<file path="src/rtl/maze_pkg.sv">
// maze_pkg: shared types and constants for the maze DFS controller.
package maze_pkg;

    localparam int MAZE_COORD_W = 4;

    typedef enum logic [3:0] {
        S_IDLE,
        S_CHK0,
        S_CHK0W,
        S_TEST,
        S_WAIT,
        S_ADV,
        S_BACK,
        S_DONE,
        S_FAIL
    } state_t;

    localparam logic [1:0] DIR_R = 2'd0;
    localparam logic [1:0] DIR_D = 2'd1;
    localparam logic [1:0] DIR_L = 2'd2;
    localparam logic [1:0] DIR_U = 2'd3;

endpackage

</file>
<file path="src/rtl/maze_nbr_calc.sv">
// maze_nbr_calc: neighbour coordinate for a cell and direction, with an
// in-bounds flag. Edges never wrap.
module maze_nbr_calc
    import maze_pkg::*;
#(
    parameter int COORD_W = MAZE_COORD_W
)(
    input  logic [COORD_W-1:0] cur_x,
    input  logic [COORD_W-1:0] cur_y,
    input  logic [1:0]         dir,
    output logic [COORD_W-1:0] nbr_x,
    output logic [COORD_W-1:0] nbr_y,
    output logic               in_bounds
);

    localparam logic [COORD_W-1:0] MAX_C = '1;

    // step one cell in the requested direction, flag edge crossings
    always_comb begin
        nbr_x     = cur_x;
        nbr_y     = cur_y;
        in_bounds = 1'b0;
        case (dir)
            DIR_R: begin
                nbr_x     = cur_x + 1'b1;
                in_bounds = (cur_x != MAX_C);
            end
            DIR_D: begin
                nbr_y     = cur_y + 1'b1;
                in_bounds = (cur_y != MAX_C);
            end
            DIR_L: begin
                nbr_x     = cur_x - 1'b1;
                in_bounds = (cur_x != '0);
            end
            DIR_U: begin
                nbr_y     = cur_y - 1'b1;
                in_bounds = (cur_y != '0);
            end
        endcase
    end

endmodule

</file>
<file path="src/rtl/maze_dfs_ctrl.sv">
// maze_dfs_ctrl: depth-first maze search sequencer. Drives an external
// coordinate stack and a 16x16 wall/visited bitmap, walking from (0,0) to
// (GOAL_X,GOAL_Y). Build macro MAZE_STEP_COUNT_EN adds the stepCount output.
//
// state  | meaning
// IDLE   | waiting for start
// CHK0   | reading start cell (0,0)
// CHK0W  | start-cell data back; blocked -> FAIL, else mark it
// TEST   | goal check, then probe neighbour for dir (or skip if off-grid)
// WAIT   | probe data back; blocked -> next dir, open -> ADV
// ADV    | push current cell, mark neighbour, move into it
// BACK   | all dirs tried: pop to parent, or FAIL if stack empty
// DONE   | goal reached, done held
// FAIL   | no path, fail held
//
// Strobes are registered from the next-state values so each one lines up
// with the state it belongs to; the read issued on entry to a probing TEST
// returns its data in the following WAIT. The (0,0) mark can only be decided
// in CHK0W, so it lands in the first TEST cycle, which therefore does not
// probe (tracked by mark).
module maze_dfs_ctrl
    import maze_pkg::*;
#(
    parameter int COORD_W = MAZE_COORD_W,
    parameter int GOAL_X  = 15,
    parameter int GOAL_Y  = 15
)(
    input  logic               clk,
    input  logic               rst,
    input  logic               start,
    output logic               done,
    output logic               fail,
    output logic [COORD_W-1:0] memX,
    output logic [COORD_W-1:0] memY,
    output logic               memRd,
    output logic               memWr,
    input  logic               memDataIn,
    output logic               stkPush,
    output logic               stkPop,
    output logic [COORD_W-1:0] stkXIn,
    output logic [COORD_W-1:0] stkYIn,
    input  logic [COORD_W-1:0] stkXOut,
    input  logic [COORD_W-1:0] stkYOut,
    input  logic               stkEmpty
`ifdef MAZE_STEP_COUNT_EN
    ,
    output logic [7:0]         stepCount
`endif
);

    localparam logic [COORD_W-1:0] GOAL_XC = COORD_W'(GOAL_X);
    localparam logic [COORD_W-1:0] GOAL_YC = COORD_W'(GOAL_Y);

    state_t             state, state_n;
    logic [COORD_W-1:0] cur_x, cur_y, cur_x_n, cur_y_n;
    logic [2:0]         dir, dir_n;
    logic               mark, mark_n;

    logic [COORD_W-1:0] now_x, now_y, nx_x, nx_y;
    logic               now_inb, nx_inb;
    logic               at_goal, goal_n, probe_n, mark_wr;

    maze_nbr_calc #(.COORD_W(COORD_W)) u_nbr_now (
        .cur_x     (cur_x),
        .cur_y     (cur_y),
        .dir       (dir[1:0]),
        .nbr_x     (now_x),
        .nbr_y     (now_y),
        .in_bounds (now_inb)
    );

    maze_nbr_calc #(.COORD_W(COORD_W)) u_nbr_next (
        .cur_x     (cur_x_n),
        .cur_y     (cur_y_n),
        .dir       (dir_n[1:0]),
        .nbr_x     (nx_x),
        .nbr_y     (nx_y),
        .in_bounds (nx_inb)
    );

    assign at_goal = (cur_x == GOAL_XC) && (cur_y == GOAL_YC);
    assign goal_n  = (cur_x_n == GOAL_XC) && (cur_y_n == GOAL_YC);
    assign probe_n = (state_n == S_TEST) && !mark_n && !goal_n && !dir_n[2] && nx_inb;
    assign mark_wr = (state == S_CHK0W) && (state_n == S_TEST);

    // next state, position and direction
    always_comb begin
        state_n = state;
        cur_x_n = cur_x;
        cur_y_n = cur_y;
        dir_n   = dir;
        mark_n  = mark;
        case (state)
            S_IDLE, S_DONE, S_FAIL: begin
                if (start) state_n = S_CHK0;
            end
            S_CHK0: state_n = S_CHK0W;
            S_CHK0W: begin
                if (memDataIn) begin
                    state_n = S_FAIL;
                end else begin
                    state_n = S_TEST;
                    cur_x_n = '0;
                    cur_y_n = '0;
                    dir_n   = 3'd0;
                    mark_n  = 1'b1;
                end
            end
            S_TEST: begin
                if (at_goal)       state_n = S_DONE;
                else if (mark)     mark_n  = 1'b0;
                else if (dir[2])   state_n = S_BACK;
                else if (!now_inb) dir_n   = dir + 3'd1;
                else               state_n = S_WAIT;
            end
            S_WAIT: begin
                if (memDataIn) begin
                    dir_n   = dir + 3'd1;
                    state_n = S_TEST;
                end else begin
                    state_n = S_ADV;
                end
            end
            S_ADV: begin
                cur_x_n = now_x;
                cur_y_n = now_y;
                dir_n   = 3'd0;
                state_n = S_TEST;
            end
            S_BACK: begin
                if (stkEmpty) begin
                    state_n = S_FAIL;
                end else begin
                    cur_x_n = stkXOut;
                    cur_y_n = stkYOut;
                    dir_n   = 3'd0;
                    state_n = S_TEST;
                end
            end
            default: state_n = S_IDLE;
        endcase
    end

    // state register and registered strobes/addresses
    always_ff @(posedge clk) begin
        if (rst) begin
            state   <= S_IDLE;
            cur_x   <= '0;
            cur_y   <= '0;
            dir     <= 3'd0;
            mark    <= 1'b0;
            done    <= 1'b0;
            fail    <= 1'b0;
            memX    <= '0;
            memY    <= '0;
            memRd   <= 1'b0;
            memWr   <= 1'b0;
            stkPush <= 1'b0;
            stkPop  <= 1'b0;
            stkXIn  <= '0;
            stkYIn  <= '0;
        end else begin
            state   <= state_n;
            cur_x   <= cur_x_n;
            cur_y   <= cur_y_n;
            dir     <= dir_n;
            mark    <= mark_n;
            done    <= (state_n == S_DONE);
            fail    <= (state_n == S_FAIL);
            memRd   <= (state_n == S_CHK0) || probe_n;
            memWr   <= mark_wr || (state_n == S_ADV);
            stkPush <= (state_n == S_ADV);
            stkPop  <= (state_n == S_BACK) && !stkEmpty;
            if ((state_n == S_CHK0) || mark_wr) begin
                memX <= '0;
                memY <= '0;
            end else if (probe_n) begin
                memX <= nx_x;
                memY <= nx_y;
            end
            if (state_n == S_ADV) begin
                stkXIn <= cur_x;
                stkYIn <= cur_y;
            end
        end
    end

`ifdef MAZE_STEP_COUNT_EN
    logic start_acc;
    assign start_acc = start && ((state == S_IDLE) || (state == S_DONE) || (state == S_FAIL));

    // stack depth tracker, saturating at both ends
    always_ff @(posedge clk) begin
        if (rst || start_acc) begin
            stepCount <= 8'd0;
        end else if (stkPush && (stepCount != 8'hFF)) begin
            stepCount <= stepCount + 8'd1;
        end else if (stkPop && (stepCount != 8'd0)) begin
            stepCount <= stepCount - 8'd1;
        end
    end
`endif

endmodule

</file>
<file path="config.mk">
export PLATFORM = sky130hd
export DESIGN_NAME = maze_dfs_ctrl
export DESIGN_NICKNAME = d
export VERILOG_FILES = /design/src/rtl/maze_pkg.sv /design/src/rtl/maze_nbr_calc.sv /design/src/rtl/maze_dfs_ctrl.sv
export SDC_FILE = /design/constraint.sdc
export NUM_CORES = 1
export LEC_CHECK = 0
export CAP_MARGIN = 20
export CORE_MARGIN = 3
export CORE_UTILIZATION = 40
export DETAILED_ROUTE_END_ITERATION = 10
export PLACE_DENSITY = 0.6
export SYNTH_ARGS = -nofsm -noshare
export SYNTH_HDL_FRONTEND = slang
export SYNTH_SLANG_ARGS = --single-unit
</file>
<file path="constraint.sdc">
create_clock -name clk -period 4.5 [get_ports clk]
set_clock_uncertainty 0.1 [all_clocks]
set_input_delay 1.125 -clock clk [delete_from_list [all_inputs] [get_ports clk]]
set_output_delay 1.125 -clock clk [all_outputs]
set_load 0.02 [all_outputs]
</file>
==> results of run 1 <==
## where the power goes
| group | switching, uW | leakage (uW) | total, uW | internal, uW |
|---|---|---|---|---|
| combinational | 49.2 | 0.000817 | 92.3 | 43.0 |
| clock | 130 | 0.0000579 | 293 | 163 |
| sequential | 11.6 | 0.000307 | 353 | 342 |
| total | 191 | 0.00118 | 738 | 548 |
## metal layers
metal  share of wire (%)  global-route usage (%)  vias to the layer above
met5                   0                       0                        -
met4                 2.1                    6.62                        0
met3                 3.9                    3.84                       12
met2                  47                    31.3                       44
met1                  47                    24.7                     1124
li1                    -                       -                     1192
## sequential cells by signal, summed over array words and instances (netlist names), 3 cells and up
name,flops
cur_y,4
stkYIn,4
memY,4
stkXIn,4
state,4
memX,4
cur_x,4
dir,3
## stage by stage
stage               total power, uW  instances  cell area [um2]
floorplan                       422        304             2560
global placement                454        410             3030
detailed placement              453        410             3030
CTS                             745        418             3130
global route                    768        418             3130
finish                          738        418             3130
## path summary, 6_finish.rpt
| path | end | cells after the start |
|---|---|---|
| max | memX[3] | 17 |
| min | memY[0] | 2 |
| max reg2reg | memX[3] | 17 |
| min reg2reg | memY[0] | 2 |
## cell usage in the layout (no fill, tap or decap), types with 5 or more instances in the layout
cell	synthesis	routed
a21o_1	5	5
a21oi_1	7	7
buf_4	0	14
clkbuf_8	0	5
clkdlybuf4s50_1	0	34
dfxtp_1	38	38
ha_1	12	12
inv_1	14	14
mux2i_1	18	18
nand2_1	25	25
nand3_1	5	5
nor2_1	34	34
nor2b_1	7	7
nor3_1	9	9
nor4_1	7	6
o211ai_1	5	5
o21ai_0	12	12
xnor2_1	8	8
## final cells by class
type	instances	area share, %
Multi-Input combinational cell	234	53.3
Sequential cell	38	24.3
Timing Repair Buffer	48	14.2
Tap cell	75	2.99
Clock buffer	5	2.20
Inverter	15	1.80
Clock inverter	3	1.28
## kinds of logic after synthesis
| logic type | count (synthesis) | synth area share (%) |
|---|---|---|
| and+or+nand+nor | 117 | 24.0 |
| AOI/OAI and AO/OA | 72 | 21.2 |
| xor gates and xnor gates | 9 | 3.07 |
| buffers and inverters | 32 | 5.51 |
| muxes | 21 | 8.34 |
| DFF | 38 | 29.7 |
| adders and majority gates | 15 | 8.20 |
## worst register-to-register path, stage by stage (launching register included)
cell and delay [ns]:
dfxtp_1 0.43, inv_1 0.11, ha_1 0.33, inv_1 0.15
o22a_1 0.20, nand3_2 0.17, o311ai_0 0.72, nand2_1 0.16
nand2b_1 0.17, inv_1 0.08, ha_1 0.33, nand2_1 0.07
o21ai_0 0.25, nand3_1 0.11, a21oi_1 0.20, xnor2_1 0.14
nand2_1 0.07, mux2i_1 0.12
==> impl_metrics.yaml, run 1 <==
synth:
  yosysWarnings: 0
  yosys.area.top_type: "dfxtp_1"
  synth_most_common_cell: "dfxtp_1"
  synth_nets: 332
  ys_top_cells_by_count: "dfxtp_1 (38), nor2_1 (34), nand2_1 (25)"
  avgSynthCellArea_um2: 8.44
  synthTopCellsByArea: "dfxtp_1 (30%), mux2i_1 (7.0%), ha_1 (5.9%)"
  synth.distinct_cells: 63
  async_reset_ff_share_pct: 0
  yosysSeqAreaShare_pct: 29.7
  synth_top_area_share_pct: 29.7
  synth_edf_count: 0
  ys.flop_type: "dfxtp_1"
  yosys_register_bits: 38
  syn-instance-count: 304
  netlist_area_um2: 2560
final_layout:
  fin_util_pct: 51.7
  antenna_cells: 0
  drive_gt1_share_pct: 10.2
  final_nets: 370
  multiInputGateArea_um2: 1670
  register_area_um2: 761
  syn2layout_area_growth_pct: 22.2
  fillers: 607
job:
  maxCapViolCount: 0
setup_path:
  cp.required_ns: 4.64
  cp_cell_sequence: "clkdlybuf4s50_1 -> buf_4 -> mux2_2 -> o211ai_1 -> a22oi_1 -> o31a_1 -> nand2_1 -> nand2b_1 -> inv_1 -> ha_1 -> nand2_1 -> o21ai_0 -> nand3_1 -> a21oi_1 -> xnor2_1 -> nand2_1 -> mux2i_1"
  cpLargestDelayFamily: "compound AO/OA/AOI/OAI gates"
  cp.arrival_ns: 4.15
  crit_path_end_kind: "flip-flop"
  cp-start-kind: "input port"
  slowest_stage: "clkdlybuf4s50_1"
  crit_path_frequent_cell: "nand2_1"
  r2r-start: "dir[0]"
  cpPeakStageDelay_ns: 0.42
  reg2reg_slack_ns: 0.54
  cp_num_buf_inv: 3
  worstSetupPathType: "in2reg"
  critPathLaunch: "memDataIn"
  critPathMaxFanout: 6
routing:
  drc: 0
  finalWirelength_um: 6590
  vias_per_cell: 5.67
  first_pass_iters: 4
  ant_nets: 0
  wl_per_cell_um: 15.8
  vias: 2372
  drt-initial-drc-count: 155
floorplanning:
  core-area_um2: 6060
  num_io_pins: 35
  fp.dieArea_um2: 7410
  die_w_um: 86.1
  die_h_um: 86.1
  start_util_pct: 42.3
  fp-row-count: 28
placed_design:
  place_ws_ns: 0.241
  io_buffers: 34
  hpwl_um: 5010
  gp_congestion: 0.856
power_and_ir_drop:
  irDropWorstVdd_v: 0.000209
  leakage_uw: 0.00118
  powerDensity_nw_per_um2: 236
global_routing:
  track_usage_pct: 19.0
  grt_pass1_vias: 2349
  grt_pass1_wl_um: 11300
  antenna_found_initial: 0
  grt_max_degree: 32
  grt_overflow: 0
cts:
  holdBufCountCts: 0
  cts_root_buf: "clkbuf_8"
  cts_tree: "built"
  clockBufferDepth: 2
  cts_resized: 0
  clk_pin_slew_ns: 0.08
  h-tree-depth: 2
  cts_made_buffers: 5
  clock-sinks: 38
  post-cts-setup-buffers: 0
  clock_latency_ns: 0.30
min_path:
  hp-start: "memY[0]"
  min_path_type: "reg2reg"
timing:
  rsz0062_at_grt: "no"
  fin_crit_ns: 4.02
  worstMarginPinSlew_ns: 0.797
  final_hold_viol_count: 0
  slew_headroom_pct: 46.2
  setup_ws_ns: 0.483
  worst_hold_slack_ns: 0.361
  tns_ns: 0
  clock.fmax_mhz: 249
  fin_crit_sh_pct: 89.3
  maxSlewViolCount: 0
  finalSetupViolations: 0
outcome:
  outcome: "finished, final reports clean"
(Power assumes the default switching activity.)
==> run 2: changes to the inputs <==
- CORE_MARGIN: 3 -> 1
==> run 2 against run 1 <==
Compared with the run above: final area unchanged; power down 0.68%; global-route usage up 2.4 points; critical path depth unchanged; maximum frequency up 0.87%; final cell count unchanged; worst setup slack better by 0.034 ns; highest routed layer unchanged; critical path type is now reg2reg; via count up 1.1%.
==> impl_metrics.yaml, run 2 (same netlist as run 1, synthesis figures left out) <==
power_and_ir_drop:
  powerDensity_nw_per_um2: 234
  irDropWorstVdd_v: 0.000198
  leakage_uw: 0.00118
setup_path:
  cp.arrival_ns: 4.11
  cp-start-kind: "flip-flop"
  cp_cell_sequence: "inv_1 -> ha_1 -> inv_1 -> o22a_1 -> nand3_2 -> o311ai_0 -> nand2_1 -> nand2b_1 -> inv_1 -> ha_1 -> nand2_1 -> o21ai_0 -> nand3_1 -> a21oi_1 -> xnor2_1 -> nand2_1 -> mux2i_1"
  cpPeakStageDelay_ns: 0.77
  critPathMaxFanout: 9
  worstSetupPathType: "reg2reg"
  cp.required_ns: 4.63
  cp_num_buf_inv: 3
  cpLargestDelayFamily: "compound AO/OA/AOI/OAI gates"
  crit_path_end_kind: "flip-flop"
  slowest_stage: "o311ai_0"
placed_design:
  place_area_um2: 3030
  place_ws_ns: 0.235
  io_buffers: 34
  hpwl_um: 5020
  gp_congestion: 0.775
final_layout:
  fin_area_um2: 3130
  fin_util_pct: 51.7
  final_nets: 370
  syn2layout_area_growth_pct: 22.2
  layout_common_cells: "dfxtp_1 (38), nor2_1 (34), clkdlybuf4s50_1 (34), nand2_1 (25), mux2i_1 (18)"
  final_common_cell: "dfxtp_1"
  antenna_cells: 0
  fillers: 589
  drive_gt1_share_pct: 10.2
cts:
  cts_resized: 0
  cts_tree: "built"
  clockBufferDepth: 2
  clock_latency_ns: 0.29
  clock-sinks: 38
  clk_pin_slew_ns: 0.08
  post-cts-setup-buffers: 0
  holdBufCountCts: 0
  cts_made_buffers: 5
  cts_root_buf: "clkbuf_8"
  h-tree-depth: 2
timing:
  slew_headroom_pct: 41.6
  tns_ns: 0
  finalSetupViolations: 0
  fin_crit_ns: 3.98
  final_hold_viol_count: 0
  maxSlewViolCount: 0
  fin_crit_sh_pct: 88.5
  clock.fmax_mhz: 251
  worst_hold_slack_ns: 0.358
  setup_ws_ns: 0.518
  worstMarginPinSlew_ns: 0.865
  rsz0062_at_grt: "no"
job:
  maxCapViolCount: 0
routing:
  drt-initial-drc-count: 123
  ant_nets: 0
  first_pass_iters: 4
  vias_per_cell: 5.73
  vias: 2397
  wl_per_cell_um: 15.9
  finalWirelength_um: 6630
  drc: 0
min_path:
  min_path_type: "reg2reg"
global_routing:
  grt_max_degree: 22
  antenna_found_initial: 0
  track_usage_pct: 21.5
  grt_overflow: 0
  grt_pass1_wl_um: 11000
  grt_pass1_vias: 2284
floorplanning:
  core-area_um2: 6060
  die_w_um: 82.1
  num_io_pins: 35
  die_h_um: 82.1
  start_util_pct: 42.3
  fp.dieArea_um2: 6740
  fp-row-count: 28
outcome:
  outcome: "finished, final reports clean"
## run 2: worst paths after layout
path                              start  cells past startpoint  slack [ns]      end
worst max-delay path             dir[0]                     17        0.52  memX[3]
worst min register to register  memY[2]                      2        0.36  memY[2]
worst min-delay path            memY[2]                      2        0.36  memY[2]
worst max register to register   dir[0]                     17        0.52  memX[3]
## run 2: final cells by class
cell class                 count  area (um2)  share of cell area (%)
clock buffer                   5        68.8                    2.20
clock inverter                 3        40.0                    1.28
inverter                      15        56.3                    1.80
multi-input combinational    234        1670                    53.3
sequential                    38         761                    24.3
tap                           75        93.8                    2.99
timing repair buffer          48         445                    14.2
## run 2: where the power goes
| part | total, uW | internal (uW) | switching, uW |
|---|---|---|---|
| Combinational | 92.2 | 43.1 | 49.1 |
| Sequential | 353 | 342 | 11.6 |
| Clock | 288 | 163 | 125 |
| Total | 733 | 548 | 185 |
## run 2: through the flow
stage	cells	power, uW
after floorplan	304	422
after global placement	410	454
after detailed placement	410	454
after CTS	418	744
after global routing	418	766
final	418	733
## run 2: routing by layer
metal,up-vias,part of all wire (%),track usage (%)
li1,1198,-,-
met3,16,4.1,4.56
met1,1125,46,27.1
met4,0,2.2,8.25
met5,-,0,0
met2,58,48,35.5
## run 2: worst register-to-register path, delay by kind of cell, from the launching register on
family	cells	cell delay, ns
AO/OA/AOI/OAI	4	1.38
AND/OR/NAND/NOR	6	0.74
adder cells (fa/ha/maj)	2	0.68
flip-flops	1	0.43
buffers and inverters	3	0.35
XOR/XNOR	1	0.13
multiplexers	1	0.11
